==> src/rtl/dispatch_unit_if.sv <==
// Dispatch unit bus bundle: instruction-queue handshake, resource-free
// inputs, flush control and the registered dispatch payload.
//   slave  : dispatch_unit side (consumes queue, produces dispatch).
//   master : environment side (drives queue/resources, observes dispatch).
interface dispatch_unit_if #(
    parameter int unsigned INSTR_WIDTH = 32,
    parameter int unsigned TAG_WIDTH   = 4
);
    logic                   iq_valid;
    logic [INSTR_WIDTH-1:0] iq_instr;
    logic                   iq_stall;
    logic                   alu_rs_free;
    logic                   lsu_rs_free;
    logic                   rob_free;
    logic                   flush;
    logic [TAG_WIDTH-1:0]   flush_tag;
    logic                   alu_dispatch;
    logic                   lsu_dispatch;
    logic [INSTR_WIDTH-1:0] disp_instr;
    logic [TAG_WIDTH-1:0]   disp_tag;
    logic [4:0]             disp_rs;
    logic [4:0]             disp_rt;
    logic [4:0]             disp_rd;
    logic [15:0]            disp_imm;

    modport slave (
        input  iq_valid, iq_instr, alu_rs_free, lsu_rs_free, rob_free,
               flush, flush_tag,
        output iq_stall, alu_dispatch, lsu_dispatch, disp_instr, disp_tag,
               disp_rs, disp_rt, disp_rd, disp_imm
    );

    modport master (
        output iq_valid, iq_instr, alu_rs_free, lsu_rs_free, rob_free,
               flush, flush_tag,
        input  iq_stall, alu_dispatch, lsu_dispatch, disp_instr, disp_tag,
               disp_rs, disp_rt, disp_rd, disp_imm
    );
endinterface

==> src/rtl/dispatch_unit.sv <==
// Dispatch unit: consumer end of the instruction queue. Holds one instruction,
// classifies it as ALU or LSU, allocates a ROB tag and emits a one-cycle
// registered dispatch strobe. Back-pressures the queue via iq_stall.
// Ports:
//   clk     : rising-edge clock
//   reset_n : asynchronous active-low reset
//   bus     : dispatch_unit_if.slave (queue handshake, resource frees,
//             flush/flush_tag, dispatch strobes and payload fields)
module dispatch_unit #(
    parameter int unsigned INSTR_WIDTH = 32,
    parameter int unsigned TAG_WIDTH   = 4
) (
    input  logic             clk,
    input  logic             reset_n,
    dispatch_unit_if.slave   bus
);

    localparam logic [5:0] OP_LW = 6'h23;
    localparam logic [5:0] OP_SW = 6'h2B;

    typedef enum logic {EMPTY = 1'b0, HELD = 1'b1} state_e;

    state_e                 state_q, state_d;
    logic [INSTR_WIDTH-1:0] held_q, held_d;
    logic [INSTR_WIDTH-1:0] disp_instr_q, disp_instr_d;
    logic [TAG_WIDTH-1:0]   tag_q, tag_d;
    logic [TAG_WIDTH-1:0]   disp_tag_q, disp_tag_d;
    logic                   alu_dispatch_q, alu_dispatch_d;
    logic                   lsu_dispatch_q, lsu_dispatch_d;

    logic held_is_lsu_c;
    logic go_c;
    logic stall_c;
    logic accept_c;
    logic in_nop_c;

    // Handshake: go when the held instruction's RS and the ROB both have room.
    always_comb begin
        held_is_lsu_c = (held_q[31:26] == OP_LW) || (held_q[31:26] == OP_SW);
        go_c          = (state_q == HELD) && bus.rob_free &&
                        (held_is_lsu_c ? bus.lsu_rs_free : bus.alu_rs_free);
        stall_c       = bus.flush || ((state_q == HELD) && !go_c);
        accept_c      = bus.iq_valid && !stall_c;
        in_nop_c      = (bus.iq_instr == '0);
    end

    // Next-state and registered-output logic; flush overrides everything.
    always_comb begin
        state_d        = state_q;
        held_d         = held_q;
        tag_d          = tag_q;
        disp_instr_d   = disp_instr_q;
        disp_tag_d     = disp_tag_q;
        alu_dispatch_d = 1'b0;
        lsu_dispatch_d = 1'b0;

        if (bus.flush) begin
            state_d = EMPTY;
            tag_d   = bus.flush_tag;
        end else begin
            if (go_c) begin
                alu_dispatch_d = !held_is_lsu_c;
                lsu_dispatch_d = held_is_lsu_c;
                disp_instr_d   = held_q;
                disp_tag_d     = tag_q;
                tag_d          = tag_q + TAG_WIDTH'(1);
                state_d        = EMPTY;
            end
            // NOPs are consumed without occupying the holding register.
            if (accept_c && !in_nop_c) begin
                held_d  = bus.iq_instr;
                state_d = HELD;
            end
        end
    end

    // State and output registers.
    always_ff @(posedge clk or negedge reset_n) begin
        if (!reset_n) begin
            state_q        <= EMPTY;
            held_q         <= '0;
            tag_q          <= '0;
            disp_instr_q   <= '0;
            disp_tag_q     <= '0;
            alu_dispatch_q <= 1'b0;
            lsu_dispatch_q <= 1'b0;
        end else begin
            state_q        <= state_d;
            held_q         <= held_d;
            tag_q          <= tag_d;
            disp_instr_q   <= disp_instr_d;
            disp_tag_q     <= disp_tag_d;
            alu_dispatch_q <= alu_dispatch_d;
            lsu_dispatch_q <= lsu_dispatch_d;
        end
    end

    assign bus.iq_stall     = stall_c;
    assign bus.alu_dispatch = alu_dispatch_q;
    assign bus.lsu_dispatch = lsu_dispatch_q;
    assign bus.disp_instr   = disp_instr_q;
    assign bus.disp_tag     = disp_tag_q;
    assign bus.disp_rs      = disp_instr_q[25:21];
    assign bus.disp_rt      = disp_instr_q[20:16];
    assign bus.disp_rd      = disp_instr_q[15:11];
    assign bus.disp_imm     = disp_instr_q[15:0];

endmodule

==> src/flat_wrapper.sv <==
// flat-port wrapper written by rule: the top's interface ports become plain ports
module dispatch_unit_flat 
#(
    parameter int unsigned INSTR_WIDTH = 32,
    parameter int unsigned TAG_WIDTH   = 4
)
  (clk, reset_n, bus_iq_valid, bus_iq_instr, bus_alu_rs_free, bus_lsu_rs_free, bus_rob_free, bus_flush, bus_flush_tag, bus_iq_stall, bus_alu_dispatch, bus_lsu_dispatch, bus_disp_instr, bus_disp_tag, bus_disp_rs, bus_disp_rt, bus_disp_rd, bus_disp_imm);
  dispatch_unit_if #(.INSTR_WIDTH(INSTR_WIDTH), .TAG_WIDTH(TAG_WIDTH)) bus_i ();
  input  logic clk;
  input  logic reset_n;
  input wire logic [$bits(bus_i.iq_valid)-1:0] bus_iq_valid;
  input wire logic [$bits(bus_i.iq_instr)-1:0] bus_iq_instr;
  input wire logic [$bits(bus_i.alu_rs_free)-1:0] bus_alu_rs_free;
  input wire logic [$bits(bus_i.lsu_rs_free)-1:0] bus_lsu_rs_free;
  input wire logic [$bits(bus_i.rob_free)-1:0] bus_rob_free;
  input wire logic [$bits(bus_i.flush)-1:0] bus_flush;
  input wire logic [$bits(bus_i.flush_tag)-1:0] bus_flush_tag;
  output wire logic [$bits(bus_i.iq_stall)-1:0] bus_iq_stall;
  output wire logic [$bits(bus_i.alu_dispatch)-1:0] bus_alu_dispatch;
  output wire logic [$bits(bus_i.lsu_dispatch)-1:0] bus_lsu_dispatch;
  output wire logic [$bits(bus_i.disp_instr)-1:0] bus_disp_instr;
  output wire logic [$bits(bus_i.disp_tag)-1:0] bus_disp_tag;
  output wire logic [$bits(bus_i.disp_rs)-1:0] bus_disp_rs;
  output wire logic [$bits(bus_i.disp_rt)-1:0] bus_disp_rt;
  output wire logic [$bits(bus_i.disp_rd)-1:0] bus_disp_rd;
  output wire logic [$bits(bus_i.disp_imm)-1:0] bus_disp_imm;
  assign bus_i.iq_valid = bus_iq_valid;
  assign bus_i.iq_instr = bus_iq_instr;
  assign bus_i.alu_rs_free = bus_alu_rs_free;
  assign bus_i.lsu_rs_free = bus_lsu_rs_free;
  assign bus_i.rob_free = bus_rob_free;
  assign bus_i.flush = bus_flush;
  assign bus_i.flush_tag = bus_flush_tag;
  assign bus_iq_stall = bus_i.iq_stall;
  assign bus_alu_dispatch = bus_i.alu_dispatch;
  assign bus_lsu_dispatch = bus_i.lsu_dispatch;
  assign bus_disp_instr = bus_i.disp_instr;
  assign bus_disp_tag = bus_i.disp_tag;
  assign bus_disp_rs = bus_i.disp_rs;
  assign bus_disp_rt = bus_i.disp_rt;
  assign bus_disp_rd = bus_i.disp_rd;
  assign bus_disp_imm = bus_i.disp_imm;
  dispatch_unit #(.INSTR_WIDTH(INSTR_WIDTH), .TAG_WIDTH(TAG_WIDTH)) u_core (.clk(clk), .reset_n(reset_n), .bus(bus_i));
endmodule
==> config.mk <==
export PLATFORM = sky130hd
export DESIGN_NAME = dispatch_unit_flat
export DESIGN_NICKNAME = d
export VERILOG_FILES = /design/src/rtl/dispatch_unit_if.sv /design/src/rtl/dispatch_unit.sv /design/src/flat_wrapper.sv
export SDC_FILE = /design/constraint.sdc
export NUM_CORES = 1
export LEC_CHECK = 0
export CORE_ASPECT_RATIO = 2
export CORE_MARGIN = 5
export CORE_UTILIZATION = 41
export DETAILED_ROUTE_END_ITERATION = 10
export PLACE_DENSITY = 0.77
export SYNTH_ARGS = -nofsm -noshare
export SYNTH_HDL_FRONTEND = slang
export SYNTH_SLANG_ARGS = --single-unit
==> constraint.sdc <==
create_clock -name clk -period 1.9 [get_ports clk]
set_input_delay 0.38 -clock clk [delete_from_list [all_inputs] [get_ports clk]]
set_output_delay 0.38 -clock clk [all_outputs]
set_load 0.05 [all_outputs]
Word level (Yosys, flattened, before mapping)

Cells that the tools add are included.

Reductions and logical operators: 16
$add $sub $neg: 1
Muxes and demuxes: 10
Bitwise gates (word level): 1
Equal/unequal tests: 2

Operator list:

| kind                  | number |
|---|---|
| $logic_not A32 Y1     | 1 |
| $eq A6 B6 Y1 const B  | 2 |
| $mux W1               | 8 |
| $mux W4               | 2 |
| $logic_and A1 B1 Y1   | 5 |
| $add A4 B1 Y4 const B | 1 |
| $logic_not A1 Y1      | 4 |
| $reduce_and A2 Y1     | 2 |
| $reduce_bool A3 Y1    | 1 |
| $logic_or A1 B1 Y1    | 2 |
| $reduce_bool A2 Y1    | 1 |
| $not A1 Y1            | 1 |

Word-level logic and storage cells: 37
Bits of input ports: 43
Output and inout port bits: 70
Register bits: 75

Logic depth before layout (Yosys ltp)

Gate-level depths: netlist of the first run.

Word-level depth: 12
Gate-level depth with buffers: 6
Depth with buffers taken out: 5

Least setup slack after synthesis of the first run

Ideal clock, no wire load.

Path type: flip-flop to flip-flop
From: register u_core.held_q[28]
To: register u_core.held_q[10]
Stages on the path, launching flop included: 7
Data required time: 1.775 ns
Period minus slack after synthesis: 1.741 ns
Data arrival time: 1.616 ns
Slack: 0.159 ns
Setup time: 0.125 ns
Path buffers: 1
Cells stage by stage: dfrtp_1 > and3b_1 > nand4_1 > o211a_1 > nor3_4 > buf_6 > mux2_2

Cells in the longest elaborated chain, start to end: 11
Elaborated cells between the ends (all ways): 12
Those cells by class: eq/ne: 2; mux: 1; reduce/logical: 9

RTL lines:

| what                            | RTL line            | text |
|---|---|---|
| start: declaration              | dispatch_unit.sv:24 | `logic [INSTR_WIDTH-1:0] held_q, held_d;` |
| start signal: assignment        | dispatch_unit.sv:89 | `held_q <= held_d;` |
| $eq A6 B6 Y1                    | dispatch_unit.sv:39 | `held_is_lsu_c = (held_q[31:26] == OP_LW) \|\| (held_q[31:26] == OP_SW);` |
| $logic_or A1 B1 Y1 (*)          | dispatch_unit.sv:39 |  |
| $mux W1 (*)                     | dispatch_unit.sv:41 | `(held_is_lsu_c ? bus.lsu_rs_free : bus.alu_rs_free);` |
| $logic_and A1 B1 Y1 (*)         | dispatch_unit.sv:40 | `go_c = (state_q == HELD) && bus.rob_free &&` |
| $logic_not A1 Y1 (*)            | dispatch_unit.sv:42 | `stall_c = bus.flush \|\| ((state_q == HELD) && !go_c);` |
| $logic_and A1 B1 Y1 (*)         | dispatch_unit.sv:42 |  |
| $logic_or A1 B1 Y1 (*)          | dispatch_unit.sv:42 |  |
| $logic_not A1 Y1 (*)            | dispatch_unit.sv:43 | `accept_c = bus.iq_valid && !stall_c;` |
| $logic_and A1 B1 Y1 (*)         | dispatch_unit.sv:43 |  |
| $logic_and A1 B1 Y1 (*)         | dispatch_unit.sv:70 | `if (accept_c && !in_nop_c) begin` |
| $reduce_and A2 Y1 (no line) (*) | n/a                 |  |

Every way passes the cells marked *; elsewhere a longest branch is shown, timed or not.
A chain may end at the register's enable or synchronous reset.

Worst setup path after layout of the first run

From: input port bus_rob_free
To: register u_core.held_q[16]

Cells in the longest elaborated chain, start to end: 9

RTL lines:

| what                              | RTL line            | text |
|---|---|---|
| start: declaration                | flat_wrapper.sv:15  | `input wire logic [$bits(bus_i.rob_free)-1:0] bus_rob_free;` |
| $logic_and A1 B1 Y1 (2 in series) | dispatch_unit.sv:40 |  |
| $logic_not A1 Y1                  | dispatch_unit.sv:42 |  |
| $logic_and A1 B1 Y1               | dispatch_unit.sv:42 |  |
| $logic_or A1 B1 Y1                | dispatch_unit.sv:42 |  |
| $logic_not A1 Y1                  | dispatch_unit.sv:43 |  |
| $logic_and A1 B1 Y1               | dispatch_unit.sv:43 |  |
| $logic_and A1 B1 Y1               | dispatch_unit.sv:70 |  |
| $reduce_and A2 Y1 (no line)       | n/a                 |  |

Every way passes these cells.

==> results by group, run 1 <==
Cells and area
  • Layout cells sized above 1: 49.71%
  • Multi-input gate area: 1252 sq um
  • Area delta synth->final: 50.67%
  • Layout Cells excl Fill: around 440
  • Most frequent cells in the layout: 75 x dfrtp_1, 70 x buf_4, 32 x mux2_2, 32 x mux2_4, 26 x dlygate4sd2_1
  • ANT cells: 0
  • Sequential Area: 1877 sq um
  • Commonest non-fill, non-tap cell in the layout: dfrtp_1
  • Final Net Count: between 300 and 400
  • Fill cells: ~600
  • Cell area after layout: 4911 sq um

Clock network
  • Cts bufs inserted: 9
  • Clk slew on worst S/H paths: ~0.050 ns
  • CTS tree: done
  • Worst-Skew Late Latency: 0.33 ns
  • Clk sinks: 75
  • H-tree depth: 3
  • CTS Root Cell: clkbuf_16
  • Max Root-Sink Buffers: 2

Global route
  • Initial antenna violation count: 0
  • GRT Residual Overflow: 0
  • Largest net degree at the start of global routing: 41
  • GRT Total Usage: around 16%
  • Vias in the first global route: 2450
  • First-pass GRT wire length: 11960 microns

Setup path
  • Reg2reg start: u_core.held_q[28]
  • FF-to-FF setup slack: -0.07 ns
  • Slowest cell delay on critical path: 0.54 ns
  • Critical-path cell list: clkdlybuf4s50_1 -> nand2_1 -> o211a_1 -> buf_6 -> nor3_4 -> buf_12 -> clkbuf_16 -> mux2_4
  • Worst Path Class, Setup: input port to flip-flop
  • Cell family with most CP delay: buffers and inverters
  • Path depth of the worst reg2reg path: 8
  • CP endpoint: u_core.held_q[16]
  • Worst path slowest cell: clkdlybuf4s50_1
  • CP Capture Type: flip-flop
  • WP buf/inv: 4
  • Startpoint Class: input port
  • CP Max Fanout: 6
  • CP startpoint: bus_rob_free
  • Critical path depth: 8
  • R2R Path End: u_core.held_q[16]
  • Arr. time, crit path: 2.20 ns
  • Critical Path RT: 2.11 ns

Power and ir drop
  • Pwr Density: 1590 nW/um^2
  • Sw Share: 43.23%
  • Cell leakage power: 2.382 nW
  • Switching power: 0.003375 W
  • Comb pwr share: 47.5%
  • Internal Power: between 0.004 and 0.005 W
  • Worst IR Drop VDD: 1.309 mV
  • Total chip power: 0.007807 W
  • Clock share of power: 22.3%
  • Sequential share of power: 30.2%

Route
  • Via density: 5.079
  • WL per Instance: ~18 microns
  • DRC: 0
  • Via count: 2255
  • Initial drt markers: 102
  • Pre-antenna DRT Iters: 4
  • DRT antenna net count: 0
  • Final WL: 7873 microns

Floorplan
  • Starting Density: 41.64%
  • # rows: 46
  • I/O pin cnt: 113
  • Die area: 9941 sq um
  • Area of the core: 7828 sq um
  • Die height: 136.1 microns
  • Die X: about 73 microns

Logic synthesis
  • Seq cells post-synth: 75
  • Seq/Total Area, Yosys: 57.58%
  • Synth unique cells: 29
  • Predominant post-synthesis flop cell: dfrtp_1
  • Mapped cell area: 3259 sq um
  • Synthesized area per cell: 14.30 sq um
  • Top cells by area, synth: dfrtp_1 58%, mux2_2 22%, buf_4 7.1%, buf_6 2.1%, mux2_1 2.1%
  • Top-area cell type share of the netlist area: 57.58%
  • Post-Synthesis Cells: around 230
  • Async SR Flop Fraction: 100.0%
  • Yosys warns: 0
  • EDFF count, synth: 0
  • Yosys top cell by area: dfrtp_1
  • Syn Nets: 272

Timing
  • Final Cycle Share: 104.9%
  • Count of final setup violators: 33
  • Min cycle time layout: 1.994 ns
  • Final Skew: 0.005133 ns
  • Max-slew violation count: 0
  • Setup tns final: -2.327 ns
  • RSZ-0062 raised after global routing: yes
  • Headroom to the max-slew limit: roughly two thirds
  • Worst-Margin Slew: 0.5263 ns
  • F_max: about 500 MHz
  • Setup ws final: -0.09398 ns
  • Count of final hold-check violations: 0

Run
  • Max_cap viols: 0

Placed design
  • Gpl congestion: 0.8107
  • Dpl cells: 422
  • DP HPWL: 5523 microns
  • Area of placed instances: approximately 4300 sq um
  • Dpl ws: -0.4624 ns
  • Port buffer count: 112

Status
  • Failing checks: negative setup slack
  • Outcome: complete, but fails checks

Min path
  • Hold/Removal Path Class: input port to asynchronous set/reset pin
==> synthesized netlist by cell type, types with 2 or more instances <==
master,n
dfrtp_1,75
mux2_2,64
buf_4,31
nor4_1,9
buf_6,6
mux2_1,6
nand2_1,4
nand3_1,4
o21ai_0,4
nand4_1,3
a21oi_1,2
nor2b_1,2
xor2_1,2
==> stage by stage <==
step           utilization (%)  hold WS (ns)
4_1_cts                  61.08       0.02791
5_1_grt                  62.74       0.06366
2_1_floorplan                -       0.08441
3_5_place_dp             54.99        0.3806
6_report                 62.74       0.02287
3_3_place_gp             54.99        0.3722
==> timing repair <==
action | 4_1_cts | 5_1_grt
gates resized for setup | 55 | 31
hold buffers | 0 | 0
setup endpoints to repair | 40 | 80
cloned | 1 | 1
pin swaps | 14 | 5
buffers inserted | 3 | 2
==> cell families (layout without fill, tap and decap cells) <==
logic type	Yosys count	in the layout	synth area share, %
flip-flops	75	75	57.58
multiplexers	70	70	24.18
buffers and inverters	39	159	9.443
AND/OR/NAND/NOR	33	33	6.488
AO/OA/AOI/OAI	8	8	1.382
XOR/XNOR	2	2	0.5375
adder cells (fa/ha/maj)	1	1	0.3838
==> layer usage <==
layer	GRT usage (%)	vias to the layer above	part of all wire, %
li1	-	1006	-
met1	19.87	1116	41
met2	24.83	114	47
met3	3.553	19	9.0
met4	9.651	0	3.2
met5	0	-	0
==> layout make-up <==
type | instances | area share, %
Inverter | 1 | 0.07643
Clock buffer | 14 | 5.783
Sequential cell | 75 | 38.22
Tap cell | 96 | 2.446
Clock inverter | 1 | 0.6115
Multi-Input combinational cell | 114 | 25.50
Timing Repair Buffer | 143 | 27.36
==> sequential cells by signal (all words and copies together) (netlist names) <==
signal,count
u_core.bus.disp_instr,32
u_core.held_q,32
u_core.bus.disp_tag,4
u_core.tag_q,4
u_core.bus.alu_dispatch,1
u_core.bus.lsu_dispatch,1
u_core.state_q,1
==> worst min-delay path by stage <==
stage | endpoint | slack (ns) | startpoint | cells past startpoint
6_report | u_core.tag_q[2] | 0.02 | reset_n | 1
2_1_floorplan | u_core.bus.alu_dispatch | 0.08 | reset_n | 0
5_1_grt | u_core.bus.disp_tag[1] | 0.06 | reset_n | 1
3_5_place_dp | u_core.tag_q[2] | 0.38 | reset_n | 1
4_1_cts | u_core.held_q[27] | 0.03 | reset_n | 1
3_3_place_gp | u_core.tag_q[0] | 0.37 | reset_n | 1
==> power groups by stage <==
| stage | registers (W) | clock network, W | logic, W |
|---|---|---|---|
| after CTS | 0.00235 | 0.00177 | 0.00369 |
| after global routing | 0.00243 | 0.00184 | 0.00383 |
| after detailed placement | 0.00237 | 0 | 0.00366 |
| after floorplan | 0.00332 | 0 | 0.00176 |
| after global placement | 0.00234 | 0 | 0.00363 |
| final | 0.00235 | 0.00174 | 0.00371 |
No activity file was read; power rests on OpenSTA's default activity.
==> run 2: changes to the inputs <==
--- a/config.mk
+++ b/config.mk
@@ -7,9 +7,10 @@
 export LEC_CHECK = 0
 export CORE_ASPECT_RATIO = 2
 export CORE_MARGIN = 5
-export CORE_UTILIZATION = 41
+export CORE_UTILIZATION = 49
 export DETAILED_ROUTE_END_ITERATION = 10
-export PLACE_DENSITY = 0.77
+export GPL_TIMING_DRIVEN = 1
+export PLACE_DENSITY = 0.92
 export SYNTH_ARGS = -nofsm -noshare
 export SYNTH_HDL_FRONTEND = slang
 export SYNTH_SLANG_ARGS = --single-unit
==> constraint.sdc (replaced) <==
create_clock -name clk -period 2.5 [get_ports clk]
set_input_delay 0.5 -clock clk [delete_from_list [all_inputs] [get_ports clk]]
set_output_delay 0.5 -clock clk [all_outputs]
set_load 0.05 [all_outputs]
==> results by group, run 2 (synthesized netlist as in run 1, its figures left out) <==
Route
  • DRC: 0 (unchanged)
  • Via count: 2109 (-6.5%)
  • Final WL: 7461 microns (-5.2%)
  • Initial drt markers: 81 (-21%)
  • Pre-antenna DRT Iters: 4 (unchanged)
  • Via density: 5.107 (+0.55%)
  • DRT antenna net count: 0 (unchanged)
  • WL per Instance: 18.07 microns (+1.9%)

Global route
  • GRT Total Usage: 18.84% (+2.9 points)
  • First-pass GRT wire length: 11770 microns (-1.6%)
  • Largest net degree at the start of global routing: 76 (+85%)
  • Initial antenna violation count: 0 (unchanged)
  • Vias in the first global route: 2319 (-5.3%)
  • GRT Residual Overflow: 0 (unchanged)

Setup path
  • CP Max Fanout: 4 (-2)
  • Critical-path cell list: clkdlybuf4s50_1 -> nand2_1 -> o211a_1 -> or2_2 -> buf_4
  • CP Capture Type: output port
  • R2R Path End: u_core.held_q[12]
  • Startpoint Class: input port
  • Worst Path Class, Setup: input port to output port
  • Worst path slowest cell: clkdlybuf4s50_1
  • Arr. time, crit path: 1.88 ns (-0.32 ns)
  • Critical Path RT: 2.00 ns (-0.11 ns)
  • Reg2reg start: u_core.held_q[27]
  • WP buf/inv: 2 (-2)
  • Slowest cell delay on critical path: 0.53 ns (about the same)
  • FF-to-FF setup slack: 0.61 ns (+0.68 ns)
  • Cell family with most CP delay: buffers and inverters
  • Path depth of the worst reg2reg path: 6 (-2)

Timing
  • Hold WS: 0.3082 ns (+0.2854 ns)
  • Final Skew: 0.007461 ns (+0.002329 ns)
  • Worst-Margin Slew: 0.9143 ns (+0.3880 ns)
  • Headroom to the max-slew limit: 39.05% (-26 points)
  • Max-slew violation count: 0 (unchanged)
  • F_max: 420.6 MHz
  • Final Cycle Share: 95.11%
  • RSZ-0062 raised after global routing: no
  • Min cycle time layout: 2.378 ns
  • Count of final setup violators: 0 (-100%)
  • Count of final hold-check violations: 0 (unchanged)

Power and ir drop
  • Worst IR Drop VDD: 0.5502 mV (-58%)
  • Pwr Density: 1304 nW/um^2 (-18%)
  • Cell leakage power: 1.891 nW (-21%)

Clock network
  • Clk sinks: 75 (unchanged)
  • CTS Root Cell: clkbuf_16
  • H-tree depth: 3 (unchanged)
  • Max Root-Sink Buffers: 2 (unchanged)
  • CTS tree: done
  • Clk slew on worst S/H paths: 0.06 ns (about the same)
  • Hold Buf Count CTS: 0 (unchanged)
  • Cts bufs inserted: 9 (unchanged)
  • Worst-Skew Late Latency: 0.33 ns (about the same)
  • Post-cts resize count: 0 (-100%)
  • Post-CTS setup repair buffer count: 0 (-3)

Floorplan
  • Starting Density: 49.62% (+8.0 points)
  • I/O pin cnt: 113 (unchanged)
  • Area of the core: 6569 sq um (-16%)
  • Die height: 125.3 microns (-7.9%)
  • # rows: 42 (-8.7%)
  • Die X: 67.67 microns (-7.4%)
  • Die area: 8482 sq um (-15%)

Cells and area
  • Area delta synth->final: 40.46%
  • Commonest non-fill, non-tap cell in the layout: clkdlybuf4s50_1
  • ANT cells: 0 (unchanged)
  • Most frequent cells in the layout: 110 x clkdlybuf4s50_1, 75 x dfrtp_1, 64 x mux2_2
  • Layout cells sized above 1: 28.62% (-21 points)
  • Final Net Count: 364 (-6.2%)
  • Cell area after layout: 4578 sq um (-6.8%)

Placed design
  • Gpl congestion: 0.7573 (-6.6%)
  • Area of placed instances: 4259 sq um (-1.0%)
  • DP HPWL: 5646 microns (+2.2%)
  • Port buffer count: 112 (unchanged)

Min path
  • Hold/Removal Path Class: input port to asynchronous set/reset pin

Status
  • Outcome: finished, final reports clean

Run
  • Max_cap viols: 0 (unchanged)
-- run 2: changes by cell type in the layout (fill, tap and decap cells not counted), sizes merged --
cell           before  now
buf                79    9
bufinv              1    2
clkbuf             15   10
clkdlybuf4s50      25  110
clkinv              0    3
clkinvlp            0    1
dlygate4sd2        26    0
dlymetal6s2s       12    0
-- run 2: final cells by class --
class	instances	area [sq um]
flip-flops and latches	75	1877
inverters	1	3.754
well taps	88	110.1
multi-input cells	114	1075
clock buffers	10	229.0
clock inverters	6	90.09
repair buffers	119	1194
fillers	456	1991
-- run 2: metal layers --
layer / GRT usage [%] / part of all wire, % / vias to the layer above
li1: - / - / 965
met1: 19.08 / 33 / 1056
met2: 34.46 / 59 / 72
met3: 3.860 / 4.9 / 16
met4: 9.211 / 3.3 / 0
met5: 0 / 0 / -
-- run 2: how the worst max path moves through the flow --
stage | start | endpoint | cells past startpoint
global route | bus_rob_free | bus_iq_stall | 5
detailed placement | bus_iq_instr[9] | u_core.held_q[1] | 7
floorplan | u_core.held_q[28] | bus_iq_stall | 4
global placement | bus_iq_instr[25] | u_core.held_q[16] | 7
finish | bus_rob_free | bus_iq_stall | 5
CTS | bus_rob_free | bus_iq_stall | 5
-- run 2: report_power, final --
part	leakage [nW]	internal [W]	switching [W]
Sequential	0.906	0.00154	0.000237
Combinational	0.833	0.000993	0.00184
Clock	0.153	0.000875	0.000482
Total	1.89	0.00341	0.00256
-- run 2: per-stage QoR --
stage                     total power (W)  cells  worst slack, ns  utilization, %  setup TNS (ns)
after detailed placement         0.004652    397         -0.02242           64.84         -0.3377
after CTS                        0.006020    413           0.1359           69.70               0
after global routing             0.006190    413          0.07298           69.70               0
after global placement           0.004587    397         0.009513           64.84               0
after floorplan                  0.003858    228           0.7534               -               0
final                            0.005968    413           0.1223           69.70               0
